--- src/rtl/nec_ir_encoder.sv ---
`timescale 1ns/1ps
// NEC IR transmitter: one frame (leader, 32 data bits LSB first, stop mark, gap) per accepted request.
// Latency: START sampled at an edge drives IR_ENVELOPE/BUSY high from that edge; all outputs registered.
// Backpressure: START is ignored while BUSY and never queued; START in the DONE cycle is accepted.
//
// Ports:
//   CLOCK_50    in   system clock
//   RESET       in   asynchronous, active-high reset; aborts any frame without a DONE pulse
//   START       in   send request, accepted when idle
//   ADDRESS     in   [7:0] device address, latched on accept
//   COMMAND     in   [7:0] command byte, latched on accept
//   IRDA_TXD    out  LED drive (envelope, or envelope gated by the 38 kHz carrier)
//   IR_ENVELOPE out  1 during marks, 0 during spaces, gap and idle
//   BUSY        out  frame in progress (leader through end of gap)
//   DONE        out  one-cycle pulse in the first idle cycle after the gap
//
// Build option: define CARRIER_EN to modulate IRDA_TXD with a square-wave carrier of
// half-period CARRIER_HALF; without it IRDA_TXD equals IR_ENVELOPE and no carrier logic exists.

module nec_ir_encoder #(
    parameter int unsigned LEAD_MARK    = 450000,
    parameter int unsigned LEAD_SPACE   = 225000,
    parameter int unsigned BIT_MARK     = 28125,
    parameter int unsigned ZERO_SPACE   = 28125,
    parameter int unsigned ONE_SPACE    = 84375,
    parameter int unsigned GAP_TIME     = 2000000,
    parameter int unsigned CARRIER_HALF = 658
) (
    input  logic       CLOCK_50,
    input  logic       RESET,
    input  logic       START,
    input  logic [7:0] ADDRESS,
    input  logic [7:0] COMMAND,
    output logic       IRDA_TXD,
    output logic       IR_ENVELOPE,
    output logic       BUSY,
    output logic       DONE
);

    // Counter wide enough for the longest segment, never narrower than 21 bits.
    localparam int unsigned MAX_A   = (LEAD_MARK  > LEAD_SPACE) ? LEAD_MARK  : LEAD_SPACE;
    localparam int unsigned MAX_B   = (BIT_MARK   > MAX_A)      ? BIT_MARK   : MAX_A;
    localparam int unsigned MAX_C   = (ZERO_SPACE > MAX_B)      ? ZERO_SPACE : MAX_B;
    localparam int unsigned MAX_D   = (ONE_SPACE  > MAX_C)      ? ONE_SPACE  : MAX_C;
    localparam int unsigned MAX_ALL = (GAP_TIME   > MAX_D)      ? GAP_TIME   : MAX_D;
    localparam int CW = ($clog2(MAX_ALL + 1) > 21) ? $clog2(MAX_ALL + 1) : 21;

    if (LEAD_MARK == 0 || LEAD_SPACE == 0 || BIT_MARK == 0 || ZERO_SPACE == 0 ||
        ONE_SPACE == 0 || GAP_TIME == 0 || CARRIER_HALF == 0) begin : g_param_check
        $error("nec_ir_encoder: every timing parameter must be at least 1");
    end

    localparam logic [2:0] S_IDLE   = 3'd0;
    localparam logic [2:0] S_LMARK  = 3'd1;
    localparam logic [2:0] S_LSPACE = 3'd2;
    localparam logic [2:0] S_BMARK  = 3'd3;
    localparam logic [2:0] S_BSPACE = 3'd4;
    localparam logic [2:0] S_STOP   = 3'd5;
    localparam logic [2:0] S_GAP    = 3'd6;

    logic [2:0]    state, state_nxt;
    logic [CW-1:0] cnt, cnt_nxt;
    logic [5:0]    idx, idx_nxt;
    logic [31:0]   frame, frame_nxt;
    logic          env, env_nxt;
    logic          busy, busy_nxt;
    logic          done, done_nxt;
    logic          txd, txd_nxt;
    logic          last;

    // cnt holds the cycles remaining in the current segment including this one,
    // so a reload of N keeps the segment's output for exactly N cycles.
    assign last = (cnt == CW'(1));

    always_comb begin
        state_nxt = state;
        cnt_nxt   = cnt - CW'(1);
        idx_nxt   = idx;
        frame_nxt = frame;
        env_nxt   = env;
        busy_nxt  = busy;
        done_nxt  = 1'b0;
        case (state)
            S_IDLE: begin
                cnt_nxt  = '0;
                env_nxt  = 1'b0;
                busy_nxt = 1'b0;
                if (START) begin
                    frame_nxt = {~COMMAND, COMMAND, ~ADDRESS, ADDRESS};
                    cnt_nxt   = CW'(LEAD_MARK);
                    idx_nxt   = '0;
                    env_nxt   = 1'b1;
                    busy_nxt  = 1'b1;
                    state_nxt = S_LMARK;
                end
            end
            S_LMARK: if (last) begin
                cnt_nxt   = CW'(LEAD_SPACE);
                env_nxt   = 1'b0;
                state_nxt = S_LSPACE;
            end
            S_LSPACE: if (last) begin
                cnt_nxt   = CW'(BIT_MARK);
                idx_nxt   = '0;
                env_nxt   = 1'b1;
                state_nxt = S_BMARK;
            end
            S_BMARK: if (last) begin
                // Pulse-distance coding: the bit value lives in the space length.
                cnt_nxt   = frame[idx[4:0]] ? CW'(ONE_SPACE) : CW'(ZERO_SPACE);
                env_nxt   = 1'b0;
                state_nxt = S_BSPACE;
            end
            S_BSPACE: if (last) begin
                cnt_nxt = CW'(BIT_MARK);
                env_nxt = 1'b1;
                if (idx == 6'd31) begin
                    state_nxt = S_STOP;
                end else begin
                    idx_nxt   = idx + 6'd1;
                    state_nxt = S_BMARK;
                end
            end
            S_STOP: if (last) begin
                cnt_nxt   = CW'(GAP_TIME);
                env_nxt   = 1'b0;
                state_nxt = S_GAP;
            end
            S_GAP: if (last) begin
                cnt_nxt   = '0;
                busy_nxt  = 1'b0;
                done_nxt  = 1'b1;
                state_nxt = S_IDLE;
            end
            default: begin
                cnt_nxt   = '0;
                env_nxt   = 1'b0;
                busy_nxt  = 1'b0;
                state_nxt = S_IDLE;
            end
        endcase
    end

`ifdef CARRIER_EN
    localparam int CCW = ($clog2(CARRIER_HALF + 1) < 1) ? 1 : $clog2(CARRIER_HALF + 1);

    logic           carrier, carrier_nxt;
    logic [CCW-1:0] car_cnt, car_cnt_nxt;

    // Every mark is preceded by a space or idle, so a rising envelope marks a
    // mark entry; the carrier restarts there with a full high half-period.
    always_comb begin
        carrier_nxt = 1'b0;
        car_cnt_nxt = '0;
        if (env_nxt && !env) begin
            carrier_nxt = 1'b1;
            car_cnt_nxt = CCW'(CARRIER_HALF);
        end else if (env_nxt) begin
            if (car_cnt == CCW'(1)) begin
                carrier_nxt = ~carrier;
                car_cnt_nxt = CCW'(CARRIER_HALF);
            end else begin
                carrier_nxt = carrier;
                car_cnt_nxt = car_cnt - CCW'(1);
            end
        end
        txd_nxt = env_nxt & carrier_nxt;
    end

    always_ff @(posedge CLOCK_50 or posedge RESET) begin
        if (RESET) begin
            carrier <= 1'b0;
            car_cnt <= '0;
        end else begin
            carrier <= carrier_nxt;
            car_cnt <= car_cnt_nxt;
        end
    end
`else
    always_comb txd_nxt = env_nxt;
`endif

    always_ff @(posedge CLOCK_50 or posedge RESET) begin
        if (RESET) begin
            state <= S_IDLE;
            cnt   <= '0;
            idx   <= '0;
            frame <= '0;
            env   <= 1'b0;
            busy  <= 1'b0;
            done  <= 1'b0;
            txd   <= 1'b0;
        end else begin
            state <= state_nxt;
            cnt   <= cnt_nxt;
            idx   <= idx_nxt;
            frame <= frame_nxt;
            env   <= env_nxt;
            busy  <= busy_nxt;
            done  <= done_nxt;
            txd   <= txd_nxt;
        end
    end

    assign IR_ENVELOPE = env;
    assign IRDA_TXD    = txd;
    assign BUSY        = busy;
    assign DONE        = done;

endmodule

--- config.mk ---
export PLATFORM = sky130hd
export DESIGN_NAME = nec_ir_encoder
export DESIGN_NICKNAME = d
export VERILOG_FILES = /design/src/rtl/nec_ir_encoder.sv
export SDC_FILE = /design/constraint.sdc
export NUM_CORES = 1
export LEC_CHECK = 0
export CORE_MARGIN = 4
export CORE_UTILIZATION = 45
export DETAILED_ROUTE_END_ITERATION = 7
export GPL_TIMING_DRIVEN = 0
export PLACE_DENSITY_LB_ADDON = 0.2
export REMOVE_ABC_BUFFERS = 1
export SLEW_MARGIN = 10
export SYNTH_ARGS = -nofsm -noshare
export SYNTH_HDL_FRONTEND = slang
export SYNTH_SLANG_ARGS = --single-unit
--- constraint.sdc ---
create_clock -name CLOCK_50 -period 2.5 [get_ports CLOCK_50]
set_clock_uncertainty 0.2 [all_clocks]
set_input_delay 0.5 -clock CLOCK_50 [delete_from_list [all_inputs] [get_ports CLOCK_50]]
set_output_delay 0.5 -clock CLOCK_50 [all_outputs]
set_load 0.005 [all_outputs]
==> results.cfg <==
[run_status]
status = finished, final reports clean

[clock_tree]
htreeDepth = 3
clk_latency_ns = 0.35
root_buffer = clkbuf_8
clkSinkCount = 65
clk_pin_slew_ns = 0.07
clock_path_buffers = 2
cts_tree = done
cts_buffers = 9
cts_hold_buf = 0

[routing]
wl_per_cell_um = 15.46
drt-total-wl_um = 8085
ant_nets = 0
vias_per_cell = 5.560
vias = 2908
dr.pass1.iters = 4
dr.first_iter.drc_count = 168
drcViolationCount = 0

[timing]
setup_ws_ns = 0.06026
min_period_over_period = 0.9759
worst_hold_slack_ns = 0.2764
fin_tns_setup_ns = 0
slew_headroom = 0.4021
period_needed_ns = 2.440
final_hold_viol_count = 0
final-max-slew-violation-count = 0
tightest_slew_ns = 0.8968
fmax_ghz = 0.4099
setup_viol = 0

[finish]
area_growth_pct = 19.33
final_area_mm2 = 0.004218
drive_gt1_frac = 0.1378
final_util = 0.5487
layoutNonFillerInstCount = 523
fin_nets = 438
antenna_cells = 0

[die]
fp.dieW_um = 96.63
start_util = 0.4598
fp.coreArea_mm2 = 0.007687
ioPinCount = 23
die_h_um = 96.63
dieArea_mm2 = 0.009336
num_rows = 32

[placement]
io_buffers = 22
dp_hpwl_um = 5155
routabilityCongestion = 0.8378
place_ws_ns = -0.4534
placed_cells = 495
post_dp_cell_area_mm2 = 0.003767

[power_and_ir_drop]
total_power_mw = 3.493
switchingPower_mw = 1.081
p_int_mw = 2.412
power_frac_seq = 0.441
sw_frac_of_total = 0.3095
p_comb_frac = 0.237
leakage_nw = 1.846
irDropWorstVdd_v = 0.0003510
powerDensity_mw_per_mm2 = 828.3
power_frac_clock = 0.322

[worst_setup_path]
rrSetupSlack_ns = 0.06
crit_fanout = 6
crit_type = flop to flop
start_kind = flop
critPathRequiredTime_ns = 2.52
endpoint_kind = flop
worstPathArrival_ns = 2.46

[logic_synthesis]
syn_inst = 399
yosys_warnings = 0
yosysUniqueCellTypes = 56
synth_top_area_cell = dfrtp_1
synth_edf_count = 0
synth_most_common_cell = nand2_1
yosys.area.top_type_share = 0.4602
synthTopCellsByCount = nand2_1 (94), dfrtp_1 (65), o21ai_0 (29), nor2_1 (23), clkbuf_1 (21)
synthFlopType = dfrtp_1
synth_area_leaders = dfrtp_1 (46%), nand2_1 (10%), o21ai_0 (4.1%), mux2i_1 (2.8%), mux4_2 (2.5%)
ys_ff_latch = 65
yosysSeqAreaShare = 0.4602
async_flop_share = 1.000
synth_area_mm2 = 0.003535
syn_avg_cell_area_um2 = 8.859

[grt]
busiest_layer = met2
grt_pass1_wl_um = 13380
grtUsageMet3 = 0.03317
met1_usage = 0.2295
grt_overflow = 0
grt_max_degree = 66
first_global_vias = 2778
grt.total_usage = 0.1748
antenna_found_initial = 0
use_met2 = 0.2845

[run]
maxCapViolations = 0

[worst_hold_path]
hp-class = flop to flop
-- layout make-up --
| type | instances | area, um2 |
|---|---|---|
| Clock buffer | 10 | 137.6 |
| Clock inverter | 6 | 113.9 |
| Fill cell | 726 | 3470 |
| Inverter | 5 | 21.27 |
| Multi-Input combinational cell | 301 | 1879 |
| Sequential cell | 65 | 1630 |
| Tap cell | 102 | 127.6 |
| Timing Repair Buffer | 34 | 307.8 |
-- critical path, cell delays in order, from the launching register on --
cell     delay (ns)
dfrtp_1        0.43
nor4_4         0.40
nand2_1        0.16
or4_4          0.63
or2_4          0.29
nand3_1        0.14
a21oi_1        0.06
-- repair_timing --
action                     in CTS  in global routing
setup endpoints to repair      54                 28
gates resized for setup        14                 14
buffers inserted                3                  9
pin swaps                       0                  4
-- metal layers --
metal	wire length (um)	vias up
li1	-	1442
met2	3851	74
met1	3740	1375
met3	328	17
met5	0	-
met4	164	0
-- logic make-up (layout without fill, tap and decap cells) --
| kind of cell | Yosys count | count (layout) | share of synthesized area |
|---|---|---|---|
| buf+inv | 33 | 55 | 0.03929 |
| xor+xnor | 16 | 16 | 0.03965 |
| fa+ha+maj | 4 | 4 | 0.01345 |
| mux | 14 | 14 | 0.05381 |
| simple gates | 185 | 185 | 0.2453 |
| flops | 65 | 65 | 0.4602 |
| compound gates | 82 | 82 | 0.1483 |
-- power by group through the flow --
stage               clock (mW)  sequential (mW)  combinational (mW)
global route              1.20             1.57               0.925
floorplan                    0             1.46               0.584
finish                    1.13             1.54               0.829
global placement             0             1.51               0.720
CTS                       1.15             1.51               0.780
detailed placement           0             1.52               0.736
-- registers in the layout (all words and copies together), names as in the netlist --
signal and count:
IRDA_TXD 1, DONE 1, state 3, cnt 21
frame 32, idx 6, BUSY 1
-- cells in the final DEF (no fill, tap or decap), drive strengths merged, types with 3 or more instances in the layout --
cell and count:
nand2 94, dfrtp 65, o21ai 30, nor2 24, clkdlybuf4s50 22, nor3 15
a21oi 13, nand3 11, buf 11, clkbuf 11, mux2i 10, xnor2 9
o21a 8, nor4 8, xor2 7, a211oi 6, inv 6, or3 5
nand3b 4, mux4 4, and3 4, and2 4, a31oi 3, nor2b 3
nand4 3, ha 3, bufinv 3
-- path summary, 6_finish.rpt --
check                                  to  cells after the start      start
worst min register to register  frame[17]                      2  frame[17]
worst min-delay path            frame[17]                      2  frame[17]
worst max-delay path               cnt[5]                      6     cnt[6]
min in group asynchronous         cnt[15]                      2      RESET
worst max register to register     cnt[5]                      6     cnt[6]
max in group asynchronous          idx[0]                      2      RESET
Note: power is estimated with default switching activity, not from simulation.
